$ cat src/rtl/gcd_pkg.sv
`default_nettype none
// +----------------------------------------------------------------------------+
// | Module      : gcd_pkg                                                      |
// | Description : Shared types for the GCD issue path. Holds the issue-queue   |
// |               FSM state type and a helper that packs an operand pair into  |
// |               one FIFO word (A in the upper half, B in the lower half).    |
// | Revision    : 1.0 - initial release                                        |
// +----------------------------------------------------------------------------+
package gcd_pkg;

    typedef enum logic [1:0] {
        IQ_IDLE = 2'd0,
        IQ_LOAD = 2'd1,
        IQ_WAIT = 2'd2
    } issue_state_t;

    localparam int C_DEF_XLEN = 32;

    // Packs operand A above operand B so the FIFO head splits back cleanly.
    function automatic logic [2*C_DEF_XLEN-1:0] pack_pair(
        input logic [C_DEF_XLEN-1:0] a,
        input logic [C_DEF_XLEN-1:0] b
    );
        return {a, b};
    endfunction

endpackage
`default_nettype wire

$ cat src/rtl/gcd_fifo.sv
`default_nettype none
// +----------------------------------------------------------------------------+
// | Module      : gcd_fifo                                                     |
// | Description : Synchronous FIFO with registered storage and a              |
// |               combinational read of the head entry.                        |
// |   clk_i/rst_i : clock, synchronous active-high reset                       |
// |   push_i      : write din_i (ignored when full)                            |
// |   pop_i       : drop the head entry (ignored when empty)                   |
// |   dout_o      : current head entry                                         |
// |   full_o/empty_o/count_o : occupancy status                                |
// | Revision    : 1.0 - initial release                                        |
// +----------------------------------------------------------------------------+
module gcd_fifo
    import gcd_pkg::*;
#(
    parameter int WIDTH = 64,
    parameter int DEPTH = 4
) (
    input  logic                       clk_i,
    input  logic                       rst_i,
    input  logic                       push_i,
    input  logic                       pop_i,
    input  logic [WIDTH-1:0]           din_i,
    output logic [WIDTH-1:0]           dout_o,
    output logic                       full_o,
    output logic                       empty_o,
    output logic [$clog2(DEPTH):0]     count_o
);

    localparam int AW = $clog2(DEPTH);

    logic [AW:0]      wr_ptr_q;
    logic [AW:0]      rd_ptr_q;
    logic [WIDTH-1:0] mem_q [DEPTH];
    logic             w_push;
    logic             w_pop;

    // Extra pointer MSB distinguishes full from empty when indices coincide.
    assign full_o  = (wr_ptr_q[AW] != rd_ptr_q[AW]) &&
                     (wr_ptr_q[AW-1:0] == rd_ptr_q[AW-1:0]);
    assign empty_o = (wr_ptr_q == rd_ptr_q);
    assign count_o = wr_ptr_q - rd_ptr_q;
    assign dout_o  = mem_q[rd_ptr_q[AW-1:0]];

    // Full is judged on the pre-pop state: a same-cycle pop never frees a slot.
    assign w_push  = push_i & ~full_o;
    assign w_pop   = pop_i  & ~empty_o;

    always_ff @(posedge clk_i) begin
        if (rst_i) begin
            wr_ptr_q <= '0;
            rd_ptr_q <= '0;
        end else begin
            if (w_push) wr_ptr_q <= wr_ptr_q + 1'b1;
            if (w_pop)  rd_ptr_q <= rd_ptr_q + 1'b1;
        end
    end

    always_ff @(posedge clk_i) begin
        if (w_push) mem_q[wr_ptr_q[AW-1:0]] <= din_i;
    end

endmodule
`default_nettype wire

$ cat src/rtl/gcd_issue_queue.sv
`default_nettype none
// +----------------------------------------------------------------------------+
// | Module      : gcd_issue_queue                                              |
// | Description : Buffers operand pairs from a valid/ready producer and issues |
// |               them to the GCD core one at a time (load pulse, then wait    |
// |               for done).                                                   |
// |   s_valid_i/s_ready_o/s_a_i/s_b_i : producer side                          |
// |   core_ld_o/core_a_o/core_b_o     : load strobe and registered operands    |
// |   core_ready_i/core_valid_i       : core idle / core done                  |
// |   count_o, busy_o                 : FIFO occupancy, FSM not idle           |
// |   Optional macro GCD_ISSUE_PERF_EN adds cyc_cnt_o (busy cycles, 64b) and   |
// |   ops_cnt_o (completed ops, 32b).                                          |
// | Revision    : 1.0 - initial release                                        |
// +----------------------------------------------------------------------------+
module gcd_issue_queue
    import gcd_pkg::*;
#(
    parameter int XLEN  = 32,
    parameter int DEPTH = 4
) (
    input  logic                    clk_i,
    input  logic                    rst_i,
    input  logic                    s_valid_i,
    output logic                    s_ready_o,
    input  logic [XLEN-1:0]         s_a_i,
    input  logic [XLEN-1:0]         s_b_i,
    output logic                    core_ld_o,
    output logic [XLEN-1:0]         core_a_o,
    output logic [XLEN-1:0]         core_b_o,
    input  logic                    core_ready_i,
    input  logic                    core_valid_i,
    output logic [$clog2(DEPTH):0]  count_o,
    output logic                    busy_o
`ifdef GCD_ISSUE_PERF_EN
    ,
    output logic [63:0]             cyc_cnt_o,
    output logic [31:0]             ops_cnt_o
`endif
);

    issue_state_t          state_q;
    issue_state_t          state_d;
    logic                  wait_first_q;
    logic [XLEN-1:0]       core_a_q;
    logic [XLEN-1:0]       core_b_q;
    logic [2*XLEN-1:0]     w_head;
    logic                  w_full;
    logic                  w_empty;
    logic                  w_start;

    gcd_fifo #(
        .WIDTH (2*XLEN),
        .DEPTH (DEPTH)
    ) u_fifo (
        .clk_i   (clk_i),
        .rst_i   (rst_i),
        .push_i  (s_valid_i),
        .pop_i   (state_q == IQ_LOAD),
        .din_i   ({s_a_i, s_b_i}),
        .dout_o  (w_head),
        .full_o  (w_full),
        .empty_o (w_empty),
        .count_o (count_o)
    );

    assign s_ready_o = ~w_full;
    assign core_ld_o = (state_q == IQ_LOAD);
    assign core_a_o  = core_a_q;
    assign core_b_o  = core_b_q;
    assign busy_o    = (state_q != IQ_IDLE);
    assign w_start   = (state_q == IQ_IDLE) && !w_empty && core_ready_i;

    always_comb begin
        state_d = state_q;
        unique case (state_q)
            IQ_IDLE: if (w_start) state_d = IQ_LOAD;
            IQ_LOAD: state_d = IQ_WAIT;
            // The first WAIT cycle may still see the previous op's done.
            IQ_WAIT: if (!wait_first_q && core_valid_i) state_d = IQ_IDLE;
            default: state_d = IQ_IDLE;
        endcase
    end

    always_ff @(posedge clk_i) begin
        if (rst_i) begin
            state_q      <= IQ_IDLE;
            wait_first_q <= 1'b0;
            core_a_q     <= '0;
            core_b_q     <= '0;
        end else begin
            state_q      <= state_d;
            wait_first_q <= (state_q == IQ_LOAD);
            // Capture the head on entry to LOAD; held until the next LOAD.
            if (w_start) begin
                core_a_q <= w_head[2*XLEN-1:XLEN];
                core_b_q <= w_head[XLEN-1:0];
            end
        end
    end

`ifdef GCD_ISSUE_PERF_EN
    logic [63:0] cyc_cnt_q;
    logic [31:0] ops_cnt_q;

    always_ff @(posedge clk_i) begin
        if (rst_i) begin
            cyc_cnt_q <= '0;
            ops_cnt_q <= '0;
        end else begin
            if (state_q != IQ_IDLE) cyc_cnt_q <= cyc_cnt_q + 64'd1;
            if ((state_q == IQ_WAIT) && (state_d == IQ_IDLE)) ops_cnt_q <= ops_cnt_q + 32'd1;
        end
    end

    assign cyc_cnt_o = cyc_cnt_q;
    assign ops_cnt_o = ops_cnt_q;
`endif

endmodule
`default_nettype wire
$ cat config.mk
export PLATFORM = sky130hd
export DESIGN_NAME = gcd_issue_queue
export DESIGN_NICKNAME = d
export VERILOG_FILES = /design/src/rtl/gcd_pkg.sv /design/src/rtl/gcd_fifo.sv /design/src/rtl/gcd_issue_queue.sv
export SDC_FILE = /design/constraint.sdc
export NUM_CORES = 1
export LEC_CHECK = 0
export BUFFER_PORTS_ARGS = -buffer_cell sky130_fd_sc_hd__buf_2
export CAP_MARGIN = 20
export CORE_MARGIN = 2
export CORE_UTILIZATION = 50
export CTS_CLUSTER_DIAMETER = 200
export DETAILED_ROUTE_END_ITERATION = 7
export PLACE_DENSITY_LB_ADDON = 0.25
export SLEW_MARGIN = 20
export SYNTH_ARGS = -nofsm -noshare
export SYNTH_HDL_FRONTEND = slang
export SYNTH_SLANG_ARGS = --single-unit
$ cat constraint.sdc
create_clock -name clk_i -period 8.38 [get_ports clk_i]
set_input_delay 0.838 -clock clk_i [delete_from_list [all_inputs] [get_ports clk_i]]
set_output_delay 0.838 -clock clk_i [all_outputs]
set_load 0.02 [all_outputs]
# After elaboration in Yosys (flattened, before gate mapping)
# Memory sizes are Yosys's and may differ from the RTL's. A register that Yosys moved wholly into a read port is not among the register bits.
# Cells that the tools add are included.
# classes
muxes	5
n_reduce_logical	9
n_eq_ne	7
n_bitwise	4
multipliers	0
n_lt_le_gt_ge	0
div	0
add_sub_neg	3
shift	0
# ops
op	n
adder 3 x 1 -> 3 bit (second input constant)	2
one-hot mux 2 bit (3 select lines)	1
logical AND 1 bit	4
two-way mux 2 bit	2
!= test 2 bit (second input constant)	2
== test 3 bit	1
subtractor 3 bit	1
bitwise AND 1 bit	2
== test 2 x 1 -> 1 bit (second input constant)	1
== test 2 bit	1
== test 2 bit (second input constant)	1
logical NOT 1 bit	2
logical NOT 2 bit	1
two-way mux 1 bit	2
inverter 1 bit	2
AND reduction 2 bit	1
nonzero test 2 bit	1
!= test 1 bit	1
# totals
mem_bits_ro	0
memories	1
output_inout_bits	70
regBits	9
ram_bits	256
in_bits	69
latch_bits	0
# mem_list
name	depth	word_bits	read_ports	rd_clocked_by_memory_dff	write_ports	line	rtl
u_fifo.mem_q	4	64	1	1	1	gcd_fifo.sv:34	logic [WIDTH-1:0] mem_q [DEPTH];

# Longest topological paths before layout
# logic_depth
ltp_word	6
depth_mapped	9
depth_no_buf	5

# Modules after synthesis
# A second synthesis with hierarchy kept.
# hier_totals
cells_unflattened	692
area_unflattened_um2	12127.9
# by_module_without_submodules
mod	cells_each	instances	seq_area_each_um2	area_each_um2
gcd_fifo	401	1	7847.5	9786.9
gcd_issue_queue	291	1	1341.3	2341.0

# Worst setup path before layout
# Ideal clock, no wire load.
# synth_timing
path_type	reg-to-reg
startpoint	reg u_fifo.rd_ptr_q[1]
endpoint	mem u_fifo.mem_q[0][0] (enable)
setup_slack_ns	4.418
required_time_ns	7.951
arrival_ns	3.533
path_stages_with_launch	9
setup_time_ns	0.429
period_less_slack_ns	3.962
path_buffers	3
cell_sequence	dfxtp_1 > buf_2 > buf_1 > inv_1 > ha_1 > and2_1 > clkbuf_1 > a21boi_1 > and2_1
# synth_via
elab_chain_len	6
# synth_rtl
item	line	rtl
start, declared	gcd_fifo.sv:33	logic [AW:0] rd_ptr_q;
start signal, assigned	gcd_fifo.sv:55	if (w_pop) rd_ptr_q <= rd_ptr_q + 1'b1;
== test 2 bit	gcd_fifo.sv:40	(wr_ptr_q[AW-1:0] == rd_ptr_q[AW-1:0]);
logical AND 1 bit	gcd_fifo.sv:39	assign full_o = (wr_ptr_q[AW] != rd_ptr_q[AW]) &&
inverter 1 bit	gcd_fifo.sv:46	assign w_push = push_i & ~full_o;
bitwise AND 1 bit	gcd_fifo.sv:46	
two-way mux 1 bit	gcd_fifo.sv:60	if (w_push) mem_q[wr_ptr_q[AW-1:0]] <= din_i;
two-way mux 1 bit (implied by the code)	gcd_fifo.sv:60	
end, declared	gcd_fifo.sv:34	
# No other way between the ends.

# Worst setup path after layout
# layout_timing
startpoint	reg u_fifo.rd_ptr_q[1]
endpoint	out s_ready_o
# layout_via
elab_chain_len	3
# layout_rtl
item	line	rtl
== test 2 bit	gcd_fifo.sv:40	
logical AND 1 bit	gcd_fifo.sv:39	
inverter 1 bit	gcd_issue_queue.sv:66	assign s_ready_o = ~w_full;
end, declared	gcd_issue_queue.sv:24	output logic s_ready_o,
# No other way between the ends.

==> reports/qor.txt <==
Number of violations reported at the end of detailed-routing iteration 0: 491
Area of placed instances: 13700 um^2
Core region area: 25100 um^2
Setup fix buffers added after clock tree synthesis: 0
Primary flip-flop cell chosen by synthesis mapping: edfxtp_1
Leading cell types by total area after synthesis: edfxtp_1 60%, dfxtp_1 11%, mux4_2 11%, a221o_1 5.0%, and3_1 3.1%
Tmin final: 3.91 ns
Resize count post-CTS: 0
TNS Setup: 0 ns
Max rail drop VDD: 0.147 mV
Length of the first detailed-routing pass in iterations: 4
Fraction of synthesis flops using an asynchronous set or reset pin: 0%
Number of cell rows: 58
Proportion of layout cells with a drive suffix above 1: 31.9%
Startpoint kind of the worst setup timing path: register
TritonCTS Buffers: 31
Global routing's busiest layer: met2
Required time of the critical path: 7.54 ns
Initial core utilization: 50.9%
Clock skew: 0.0150 ns
Post-synthesis cell type count: 40
Number of antenna violations at the first check in global routing: 4
Number of port buffers: 138
Cell area after technology mapping: 12800 um^2
Max-cap violations: 0
Number of design rule violations left after detail routing: 0
Cell count after synthesis: 691
DP Worst Slack: 4.29 ns
Pwr per Cell Area: 259 nW/um^2
Routed WL per cell: 21.8 um
Sort of element at the end of the critical path: output pin
Horiz. Die Dim: 164 um
Number of fill cells: 1874
Most numerous cell in the Yosys netlist: edfxtp_1
Total leakage power: 0.00551 uW
Max Root-Sink Buffers: 3
Largest net degree at the start of global routing: 79
Clock transition at the registers of the reported paths: 0.06 ns
Number of global-route vias before repair: 6913
Total setup violations reported at the end of the flow: 0
Global route overflow: 0
Routed wire length: 25600 um
Met3 capacity usage during global routing: 3.91%
H-tree depth: 1
PnR worst setup slack: 4.47 ns
Count of clock tree sinks: 329
Measured slew at the worst slew-check pin: 1.01 ns
Filler-free cell count of the finished design: 1174
Antenna Violating Nets Remaining: 0
Top fanout value on the critical path: 69
Final std cell area, no fill: 14800 um^2
Clock Tree Root: clkbuf_16
Average footprint of a synthesized cell: 18.5 um^2
Global routing met2 resource utilization: 32.3%
Area Overhead vs Synth: 15.8%
Global-route track usage on met1: 26.5%
Top cells by count, synth: 256 x edfxtp_1, 73 x dfxtp_1, 64 x a221o_1, 64 x and3_1, 62 x mux4_2
Wire length of the first global-routing pass: 39400 um
Detailed Place HPWL: 14900 um
Critical Setup Path Class: register to output pin
Area of the multi-input gates: 3330 um^2
Share of the clock period used by the worst path after layout: 46.6%
Global placer's final weighted congestion: 0.708
Clock insertion delay at the later pin of the skew report: 0.55 ns
Syn_nets: 768
Number of vias after detailed routing: 6727
Outcome: complete, no violations
Seq cells post-synth: 329
Tightest Hold Check Type: input pin to register
Die Area: 26900 um^2
Layout Utilization: 59.0%
Proportion of netlist area held by the largest area contributor: 60.1%
Number of nets at the end of the flow: 894
Setup repair after global routing missed its margin: false
Achievable frequency: 256 MHz
Hold buffer count at cts: 0
Count of warnings emitted by yosys: 0
Hold Vio Cnt, Final: 0
Leading area contributor after synthesis: edfxtp_1
Area of all sequential standard cells: 9160 um^2
Io pins: 139
Placed instance count: 1114
Clock tree from TritonCTS: yes
Number of enable-type register cells in the synthesized netlist: 256
Vias per std cell: 5.73
Sequential cell area fraction in the yosys report: 71.6%
Max Slew Vio Count: 0
Height of the chip: 164 um
Worst-case headroom to the max-slew limit: 33.0%
Arrival time at the worst endpoint: 3.07 ns
Total global-route track usage: 19.4%
[state kept, by name, indices dropped and copies added, names as in the netlist]
register / cells
wait_first_q: 1
core_a_o: 32
u_fifo.wr_ptr_q: 3
u_fifo.mem_q: 256
u_fifo.rd_ptr_q: 3
core_b_o: 32
state_q: 2
[report_power, final]
part	total, uW	internal, uW	switching, uW	leakage, uW
clock network	1540	959	580	0.000557
registers	1910	1870	41.0	0.00295
logic	379	151	228	0.00200
[cell usage in the layout, fill, tap and decap left out, drive strengths merged, types with 4 or more instances in the layout]
master and instances:
bufinv 8, a221o 64, nor2 5, clkinv 8, dfxtp 73, clkbuf 38, and3 64, buf 143
inv 10, ha 7, mux4 64, and2 5, nand2 4, nor2b 52, edfxtp 256, and2b 14
[logic make-up after synthesis]
kind of cell	share of synthesized area, %
flops	71.6
simple gates	7.36
compound gates	5.61
mux	11.7
buf+inv	2.70
fa+ha+maj	0.842
xor+xnor	0.264
[through the flow]
step | power, uW | hold WS [ns]
2_1_floorplan | 2190 | 0.475
3_3_place_gp | 2310 | 0.502
3_5_place_dp | 2330 | 0.503
4_1_cts | 3860 | 0.472
5_1_grt | 3960 | 0.481
6_report | 3830 | 0.500
[critical path, cell delays in order (launching register included)]
cell and delay (ns):
dfxtp_4 1.01, inv_1 0.22, ha_1 0.37, and2_4 0.59, nand2_1 0.15, buf_2 0.19
[final cells by class]
cell class / count / share of cell area, %
antenna: 2 / 0.0338
clock buffer: 38 / 5.69
timing repair buffer: 143 / 4.92
clock inverter: 20 / 2.08
sequential: 329 / 61.8
multi-input combinational: 303 / 22.5
inverter: 9 / 0.228
tap: 330 / 2.79
[worst paths after layout]
kind | startpoint | end | slack [ns] | cells after the start
worst max-delay path | u_fifo.rd_ptr_q[1]$_SDFFE_PP0P_ | s_ready_o | 4.47 | 5
worst min register to register | state_q[1]$_SDFFE_PP0P_ | state_q[1]$_SDFFE_PP0P_ | 0.52 | 2
worst max register to register | u_fifo.rd_ptr_q[1]$_SDFFE_PP0P_ | u_fifo.mem_q[2][41]$_DFFE_PP_ | 4.63 | 5
worst min-delay path | s_b_i[14] | u_fifo.mem_q[0][14]$_DFFE_PP_ | 0.50 | 1
[per-layer routing]
metal / wire (um) / part of all wire (%) / up-vias
met3: 1920 / 7.5 / 41
met2: 12700 / 49 / 245
met4: 551 / 2.2 / 4
met5: 27 / 0.11 / -
met1: 10500 / 41 / 3395
li1: - / - / 3042
No activity file was read; power rests on OpenSTA's default activity.
